`config.mk`:
```
export PLATFORM = sky130hd
export DESIGN_NAME = neuron_out_backprop_flat
export DESIGN_NICKNAME = d
export VERILOG_FILES = /design/src/rtl/neuron_out_backprop_if.sv /design/src/rtl/neuron_out_backprop.sv /design/src/flat_wrapper.sv
export SDC_FILE = /design/constraint.sdc
export NUM_CORES = 2
export LEC_CHECK = 0
export BUFFER_PORTS_ARGS = -buffer_cell sky130_fd_sc_hd__buf_2
export CAP_MARGIN = 20
export CORE_MARGIN = 2
export CORE_UTILIZATION = 45
export CTS_BUF_LIST = sky130_fd_sc_hd__clkbuf_8 sky130_fd_sc_hd__clkbuf_16
export CTS_CLUSTER_SIZE = 10
export DETAILED_ROUTE_END_ITERATION = 10
export PLACE_DENSITY = 0.69
export SKIP_LAST_GASP = 1
export SYNTH_ARGS = -nofsm -noshare
export SYNTH_HDL_FRONTEND = slang
export SYNTH_SLANG_ARGS = --single-unit
export TNS_END_PERCENT = 30
```
`constraint.sdc`:
```
create_clock -name clk -period 12.9 [get_ports clk]
set_clock_uncertainty 0.2 [all_clocks]
set_input_delay 0.645 -clock clk [delete_from_list [all_inputs] [get_ports clk]]
set_output_delay 0.645 -clock clk [all_outputs]
set_load 0.05 [all_outputs]
```
`src/rtl/neuron_out_backprop_if.sv`:
```
// Operand/result bundle for the output-neuron backprop block.
// Carries both valid/ready handshakes together with their payloads.
interface neuron_out_backprop_if #(
  parameter int unsigned W = 20
);
  logic                in_valid;
  logic                in_ready;
  logic signed [W-1:0] a2_1;
  logic signed [W-1:0] a2_2;
  logic signed [W-1:0] z3;
  logic signed [W-1:0] target;
  logic signed [W-1:0] weight3_1;
  logic signed [W-1:0] weight3_2;
  logic signed [W-1:0] bias3;
  logic signed [W-1:0] lr;
  logic                out_valid;
  logic                out_ready;
  logic signed [W-1:0] weight3_1_new;
  logic signed [W-1:0] weight3_2_new;
  logic signed [W-1:0] bias3_new;
  logic signed [W-1:0] delta3;
  logic signed [W-1:0] da2_1;
  logic signed [W-1:0] da2_2;

  modport master (
    output in_valid, a2_1, a2_2, z3, target, weight3_1, weight3_2, bias3, lr, out_ready,
    input  in_ready, out_valid, weight3_1_new, weight3_2_new, bias3_new, delta3, da2_1, da2_2
  );

  modport slave (
    input  in_valid, a2_1, a2_2, z3, target, weight3_1, weight3_2, bias3, lr, out_ready,
    output in_ready, out_valid, weight3_1_new, weight3_2_new, bias3_new, delta3, da2_1, da2_2
  );
endinterface

```
`src/rtl/neuron_out_backprop.sv`:
```
// Output-neuron backward pass: error, weight/bias update and hidden-layer error
// propagation, sequenced over one shared signed multiplier.
module neuron_out_backprop #(
  parameter int unsigned W    = 20,
  parameter int unsigned FRAC = 15
) (
  input logic                  clk,
  input logic                  rst_n,
  neuron_out_backprop_if.slave bus
);
  localparam int unsigned PW = 2 * W;

  typedef enum logic [3:0] {
    IDLE, ERR, GRAD, UPD_W1, UPD_W2, UPD_B, PROP1, PROP2, DONE
  } state_t;

  state_t state, state_nx;
  logic   accept_c, handoff_c;
  logic   in_ready_q, out_valid_q;

  logic signed [W-1:0]  a1_q, a2_q, z3_q, tgt_q, w1_q, w2_q, b_q, lr_q, g_q;
  logic signed [W-1:0]  d3_q, w1n_q, w2n_q, bn_q, da1_q, da2_q;
  logic signed [W-1:0]  mul_a_c, mul_b_c, prod_sat_c;
  logic signed [PW-1:0] prod_c, prod_sh_c;

  // Clamp a W+1-bit sum/difference into W bits.
  function automatic logic signed [W-1:0] sat_sum(input logic signed [W:0] x);
    if (x[W] != x[W-1]) return x[W] ? {1'b1, {(W-1){1'b0}}} : {1'b0, {(W-1){1'b1}}};
    return x[W-1:0];
  endfunction

  // Clamp a shifted full-width product into W bits.
  function automatic logic signed [W-1:0] sat_prod(input logic signed [PW-1:0] x);
    if ((&x[PW-1:W-1]) || !(|x[PW-1:W-1])) return x[W-1:0];
    return x[PW-1] ? {1'b1, {(W-1){1'b0}}} : {1'b0, {(W-1){1'b1}}};
  endfunction

  function automatic logic signed [W-1:0] sub_sat(input logic signed [W-1:0] a,
                                                  input logic signed [W-1:0] b);
    return sat_sum($signed({a[W-1], a}) - $signed({b[W-1], b}));
  endfunction

  // Next-state and handshake decode.
  always_comb begin
    state_nx  = state;
    accept_c  = 1'b0;
    handoff_c = 1'b0;
    case (state)
      IDLE: if (bus.in_valid) begin
        accept_c = 1'b1;
        state_nx = ERR;
      end
      ERR:    state_nx = GRAD;
      GRAD:   state_nx = UPD_W1;
      UPD_W1: state_nx = UPD_W2;
      UPD_W2: state_nx = UPD_B;
      UPD_B:  state_nx = PROP1;
      PROP1:  state_nx = PROP2;
      PROP2:  state_nx = DONE;
      DONE: if (out_valid_q && bus.out_ready) begin
        handoff_c = 1'b1;
        state_nx  = IDLE;
      end
      default: state_nx = IDLE;
    endcase
  end

  always_ff @(posedge clk or negedge rst_n) begin
    if (!rst_n) state <= IDLE;
    else        state <= state_nx;
  end

  // Shared multiplier operand select.
  always_comb begin
    mul_a_c = d3_q;
    mul_b_c = w1_q;
    case (state)
      GRAD:    begin mul_a_c = lr_q; mul_b_c = d3_q; end
      UPD_W1:  begin mul_a_c = g_q;  mul_b_c = a1_q; end
      UPD_W2:  begin mul_a_c = g_q;  mul_b_c = a2_q; end
      PROP2:   begin mul_a_c = d3_q; mul_b_c = w2_q; end
      default: ;
    endcase
  end

  assign prod_c     = PW'(mul_a_c) * PW'(mul_b_c);
  assign prod_sh_c  = prod_c >>> FRAC;
  assign prod_sat_c = sat_prod(prod_sh_c);

  // Handshake flags; out_valid follows one edge after DONE is entered.
  always_ff @(posedge clk or negedge rst_n) begin
    if (!rst_n) begin
      in_ready_q  <= 1'b1;
      out_valid_q <= 1'b0;
    end else begin
      in_ready_q  <= (state_nx == IDLE);
      out_valid_q <= (state == DONE) && !handoff_c;
    end
  end

  always_ff @(posedge clk or negedge rst_n) begin
    if (!rst_n) begin
      a1_q  <= '0; a2_q  <= '0; z3_q  <= '0; tgt_q <= '0;
      w1_q  <= '0; w2_q  <= '0; b_q   <= '0; lr_q  <= '0;
      g_q   <= '0; d3_q  <= '0; w1n_q <= '0; w2n_q <= '0;
      bn_q  <= '0; da1_q <= '0; da2_q <= '0;
    end else begin
      if (accept_c) begin
        a1_q  <= bus.a2_1;      a2_q <= bus.a2_2;
        z3_q  <= bus.z3;        tgt_q <= bus.target;
        w1_q  <= bus.weight3_1; w2_q <= bus.weight3_2;
        b_q   <= bus.bias3;     lr_q <= bus.lr;
      end
      case (state)
        ERR:     d3_q  <= sub_sat(z3_q, tgt_q);
        GRAD:    g_q   <= prod_sat_c;
        UPD_W1:  w1n_q <= sub_sat(w1_q, prod_sat_c);
        UPD_W2:  w2n_q <= sub_sat(w2_q, prod_sat_c);
        UPD_B:   bn_q  <= sub_sat(b_q, g_q);
        PROP1:   da1_q <= prod_sat_c;
        PROP2:   da2_q <= prod_sat_c;
        default: ;
      endcase
    end
  end

  assign bus.in_ready      = in_ready_q;
  assign bus.out_valid     = out_valid_q;
  assign bus.delta3        = d3_q;
  assign bus.weight3_1_new = w1n_q;
  assign bus.weight3_2_new = w2n_q;
  assign bus.bias3_new     = bn_q;
  assign bus.da2_1         = da1_q;
  assign bus.da2_2         = da2_q;
endmodule
```
`src/flat_wrapper.sv`:
```
// flat-port wrapper written by rule: the top's interface ports become plain ports
module neuron_out_backprop_flat 
#(
  parameter int unsigned W    = 20,
  parameter int unsigned FRAC = 15
)
  (clk, rst_n, bus_in_valid, bus_a2_1, bus_a2_2, bus_z3, bus_target, bus_weight3_1, bus_weight3_2, bus_bias3, bus_lr, bus_out_ready, bus_in_ready, bus_out_valid, bus_weight3_1_new, bus_weight3_2_new, bus_bias3_new, bus_delta3, bus_da2_1, bus_da2_2);
  neuron_out_backprop_if #(.W(W)) bus_i ();
  input logic clk;
  input logic rst_n;
  input wire logic [$bits(bus_i.in_valid)-1:0] bus_in_valid;
  input wire logic [$bits(bus_i.a2_1)-1:0] bus_a2_1;
  input wire logic [$bits(bus_i.a2_2)-1:0] bus_a2_2;
  input wire logic [$bits(bus_i.z3)-1:0] bus_z3;
  input wire logic [$bits(bus_i.target)-1:0] bus_target;
  input wire logic [$bits(bus_i.weight3_1)-1:0] bus_weight3_1;
  input wire logic [$bits(bus_i.weight3_2)-1:0] bus_weight3_2;
  input wire logic [$bits(bus_i.bias3)-1:0] bus_bias3;
  input wire logic [$bits(bus_i.lr)-1:0] bus_lr;
  input wire logic [$bits(bus_i.out_ready)-1:0] bus_out_ready;
  output wire logic [$bits(bus_i.in_ready)-1:0] bus_in_ready;
  output wire logic [$bits(bus_i.out_valid)-1:0] bus_out_valid;
  output wire logic [$bits(bus_i.weight3_1_new)-1:0] bus_weight3_1_new;
  output wire logic [$bits(bus_i.weight3_2_new)-1:0] bus_weight3_2_new;
  output wire logic [$bits(bus_i.bias3_new)-1:0] bus_bias3_new;
  output wire logic [$bits(bus_i.delta3)-1:0] bus_delta3;
  output wire logic [$bits(bus_i.da2_1)-1:0] bus_da2_1;
  output wire logic [$bits(bus_i.da2_2)-1:0] bus_da2_2;
  assign bus_i.in_valid = bus_in_valid;
  assign bus_i.a2_1 = bus_a2_1;
  assign bus_i.a2_2 = bus_a2_2;
  assign bus_i.z3 = bus_z3;
  assign bus_i.target = bus_target;
  assign bus_i.weight3_1 = bus_weight3_1;
  assign bus_i.weight3_2 = bus_weight3_2;
  assign bus_i.bias3 = bus_bias3;
  assign bus_i.lr = bus_lr;
  assign bus_i.out_ready = bus_out_ready;
  assign bus_in_ready = bus_i.in_ready;
  assign bus_out_valid = bus_i.out_valid;
  assign bus_weight3_1_new = bus_i.weight3_1_new;
  assign bus_weight3_2_new = bus_i.weight3_2_new;
  assign bus_bias3_new = bus_i.bias3_new;
  assign bus_delta3 = bus_i.delta3;
  assign bus_da2_1 = bus_i.da2_1;
  assign bus_da2_2 = bus_i.da2_2;
  neuron_out_backprop #(.W(W), .FRAC(FRAC)) u_core (.clk(clk), .rst_n(rst_n), .bus(bus_i));
endmodule
```
==> run metrics <==
outcome=complete, no violations; first-pass GRT wire length=160000 um; hold path start=bus_z3[0]; minimum hold slack=0.0911 ns; vias=25.8k; area growth from synthesis to final layout=15.3%; post-route antenna net violation count=0; Vias per Instance=5.54; Worst path max stage delay=0.58 ns; fmax=80.9 MHz; Hold Crit Class=input port to flip-flop; number of placement rows=96; first-pass iteration count of the detailed router=5; overall track demand over capacity in global routing=30.1%; die height=268 um; Clock Root Buffer=sky130_fd_sc_hd__clkbuf_16; post-synthesis register bit count=306; proportion of register bits with asynchronous set or reset after synthesis=100%; distinct cell type count after synthesis=82; commonest non-fill, non-tap cell in the layout=sky130_fd_sc_hd__inv_1; most used flip-flop cell after synthesis=sky130_fd_sc_hd__dfrtp_1; DRT Wirelength=107000 um; sum of negative setup slack=0 ns; Post-route DRC=0; number of primary I/O pins=286; synthesized netlist net count=4093; CP Class=flip-flop to flip-flop; number of warnings printed during yosys synthesis=0; required time of the critical path=13.12 ns; min Tclk post-route=12.36 ns; post-synthesis adder-cell area fraction=34.9%; maximum count of clock buffers along a single path=3; critical register-to-register path startpoint=u_core.state[0]$_DFF_PN0_; Max Slew Vio Count=0; mean post-synth cell area=9.42 sq um; most used cells in the layout excluding fill and tap cells=542 x sky130_fd_sc_hd__inv_1, 423 x sky130_fd_sc_hd__fa_1, 367 x sky130_fd_sc_hd__nand2_1; estimated wirelength of the detail-placed design=86300 um; count of buffer and inverter cells on the critical path=11; multiplexer share of the synthesized area=5.86%; antenna violations before repair=19; pin count of the biggest net entering global routing=101; post-route insts no fill=4652; Sink Count=306; fraction of final layout cells with drive strength greater than 1=20.3%; Compound-Gate Fraction of Synth Area=11.0%; sort of element at the end of the critical path=flip-flop; Crit path arrival time=12.59 ns; Final period util=95.8%; total overflow reported by the global router=0; reported max-cap violation count=0; number of violations reported at the end of detailed-routing iteration 0=2179; Synth Cell Area=31300 sq um; placed cell count=4575; setup violators final=0; part of the Yosys area used for sequential elements=24.5%; nets@finish=4469; TritonCTS buffer count=38; number of enable-type register cells in the synthesized netlist=0; simple-gate area share of the yosys netlist=13.4%; maximum level of the CTS H-tree=2; fraction of synthesized cell area taken by the top area cell type=27.1%; family of cells with the greatest summed delay on the critical path=adder cells; pin slew with the least headroom to its limit=1.03 ns; crit-path most repeated cell=sky130_fd_sc_hd__fa_1; GP Congestion=1.03; width of the die=268 um; Port Buffers=285; crit path launch=u_core.state[0]$_DFF_PN0_; per-cell routed wire length=22.9 um; core area=68700 sq um; TritonCTS clock tree=done; final core utilization=52.5%; number of global-route vias before repair=26.3k; number of standard cells after synthesis=3322; effective utilization at floorplan=45.6%; relative max-transition margin=31.6%; most area-hungry cell type in the Yosys netlist=sky130_fd_sc_hd__fa_1; leading post-synthesis cells by cell area=sky130_fd_sc_hd__fa_1 27%, sky130_fd_sc_hd__dfrtp_1 24%, sky130_fd_sc_hd__ha_1 7.4%; master of the slowest instance on the critical path=sky130_fd_sc_hd__fa_1; Post-Synth XOR/XNOR Area=2.32%; main combinational cell family by area after synthesis=adder cells; clock-pin slew reported for the worst setup and hold paths after clock tree synthesis=0.06 ns; clock latency on the worst-skew pair=0.58 ns; type of element launching the critical path=flip-flop; crit path max fanout=19; Total Die Area=71700 sq um; hold violation total from the final report=0
## area by class of cell
cell class | count | area, sq um
fillers | 6356 | 32600
inverters | 534 | 2010
clock inverters | 17 | 145
clock buffers | 40 | 978
repair buffers | 465 | 2830
diodes | 6 | 15.0
flip-flops and latches | 306 | 7660
well taps | 931 | 1160
multi-input cells | 2353 | 21300
## cell usage after synthesis, drive strengths merged (7+ instances only)
library cell,count
inv,534
fa,423
nand2,369
nor2,331
dfrtp,305
ha,184
a21oi,166
mux2,161
o21ai,136
clkbuf,119
xnor2,56
a22oi,47
a21o,44
nand2b,42
and2,32
nor2b,31
xor2,27
nor3,25
nand3,24
or2,19
nand4,18
o22a,17
maj3,15
a31oi,14
a211oi,12
o21a,12
a21boi,11
or3,11
and3,10
and4,10
buf,10
nand3b,10
o21bai,10
a211o,7
## sequential cells by signal, indices dropped and copies added, names as in the netlist
signal / cells
u_core.lr_q: 20
u_core.bus.delta3: 20
u_core.bus.in_ready: 1
u_core.z3_q: 20
u_core.bus.da2_2: 20
u_core.b_q: 20
u_core.a2_q: 20
u_core.bus.da2_1: 20
u_core.bus.bias3_new: 20
u_core.bus.out_valid: 1
u_core.bus.weight3_2_new: 20
u_core.w2_q: 20
u_core.tgt_q: 20
u_core.w1_q: 20
u_core.a1_q: 20
u_core.g_q: 20
u_core.bus.weight3_1_new: 20
u_core.state: 4
## per-stage QoR
stage	area (sq um)	setup WS (ns)
after global routing	36100	-0.0446
after floorplan	31300	0.779
after CTS	35900	0.117
final	36100	0.536
after detailed placement	34700	0.197
after global placement	34700	0.179
## metal layers
layer  part of all wire (%)  wire, um  GRT usage [%]  up-vias
met5                   0.11       117              0        -
met4                    5.3      5690           13.8       20
met3                    8.6      9190           6.67      318
met2                     46     48800           48.1     1176
met1                     40     42800           39.3    12800
li1                       -         -              -    11400
## cell families (layout without fill, tap and decap cells)
group	after synthesis	count (layout)
AND/OR/NAND/NOR	948	948
buffers and inverters	663	1056
adder cells (fa/ha/maj)	622	622
AO/OA/AOI/OAI	537	537
flip-flops	306	306
multiplexers	163	163
XOR/XNOR	83	83
other	0	6
## repair_timing
action | 4_1_cts | 5_1_grt
gates resized for setup | 0 | 38
setup buffers | 0 | 13
hold endpoints to repair | 98 | 0
setup endpoints to repair | 0 | 39
hold buffers | 1 | 0
## final timing paths
| path | cells after the start | endpoint | slack (ns) |
|---|---|---|---|
| setup / recovery | 48 | u_core.bus.weight3_1_new[15]$_DFFE_PN0N_ | 0.54 |
| hold / removal | 2 | u_core.z3_q[0]$_DFFE_PN0P_ | 0.09 |
| setup reg to reg | 48 | u_core.bus.weight3_1_new[15]$_DFFE_PN0N_ | 0.54 |
| hold reg to reg | 2 | u_core.bus.weight3_1_new[14]$_DFFE_PN0N_ | 0.28 |
| max in group asynchronous | 4 | u_core.a2_q[7]$_DFFE_PN0P_ | 9.81 |
| min in group asynchronous | 2 | u_core.tgt_q[16]$_DFFE_PN0P_ | 0.46 |
Power is not shown: default switching activity piles up to over one toggle a cycle in this logic, so the estimate is an artifact.
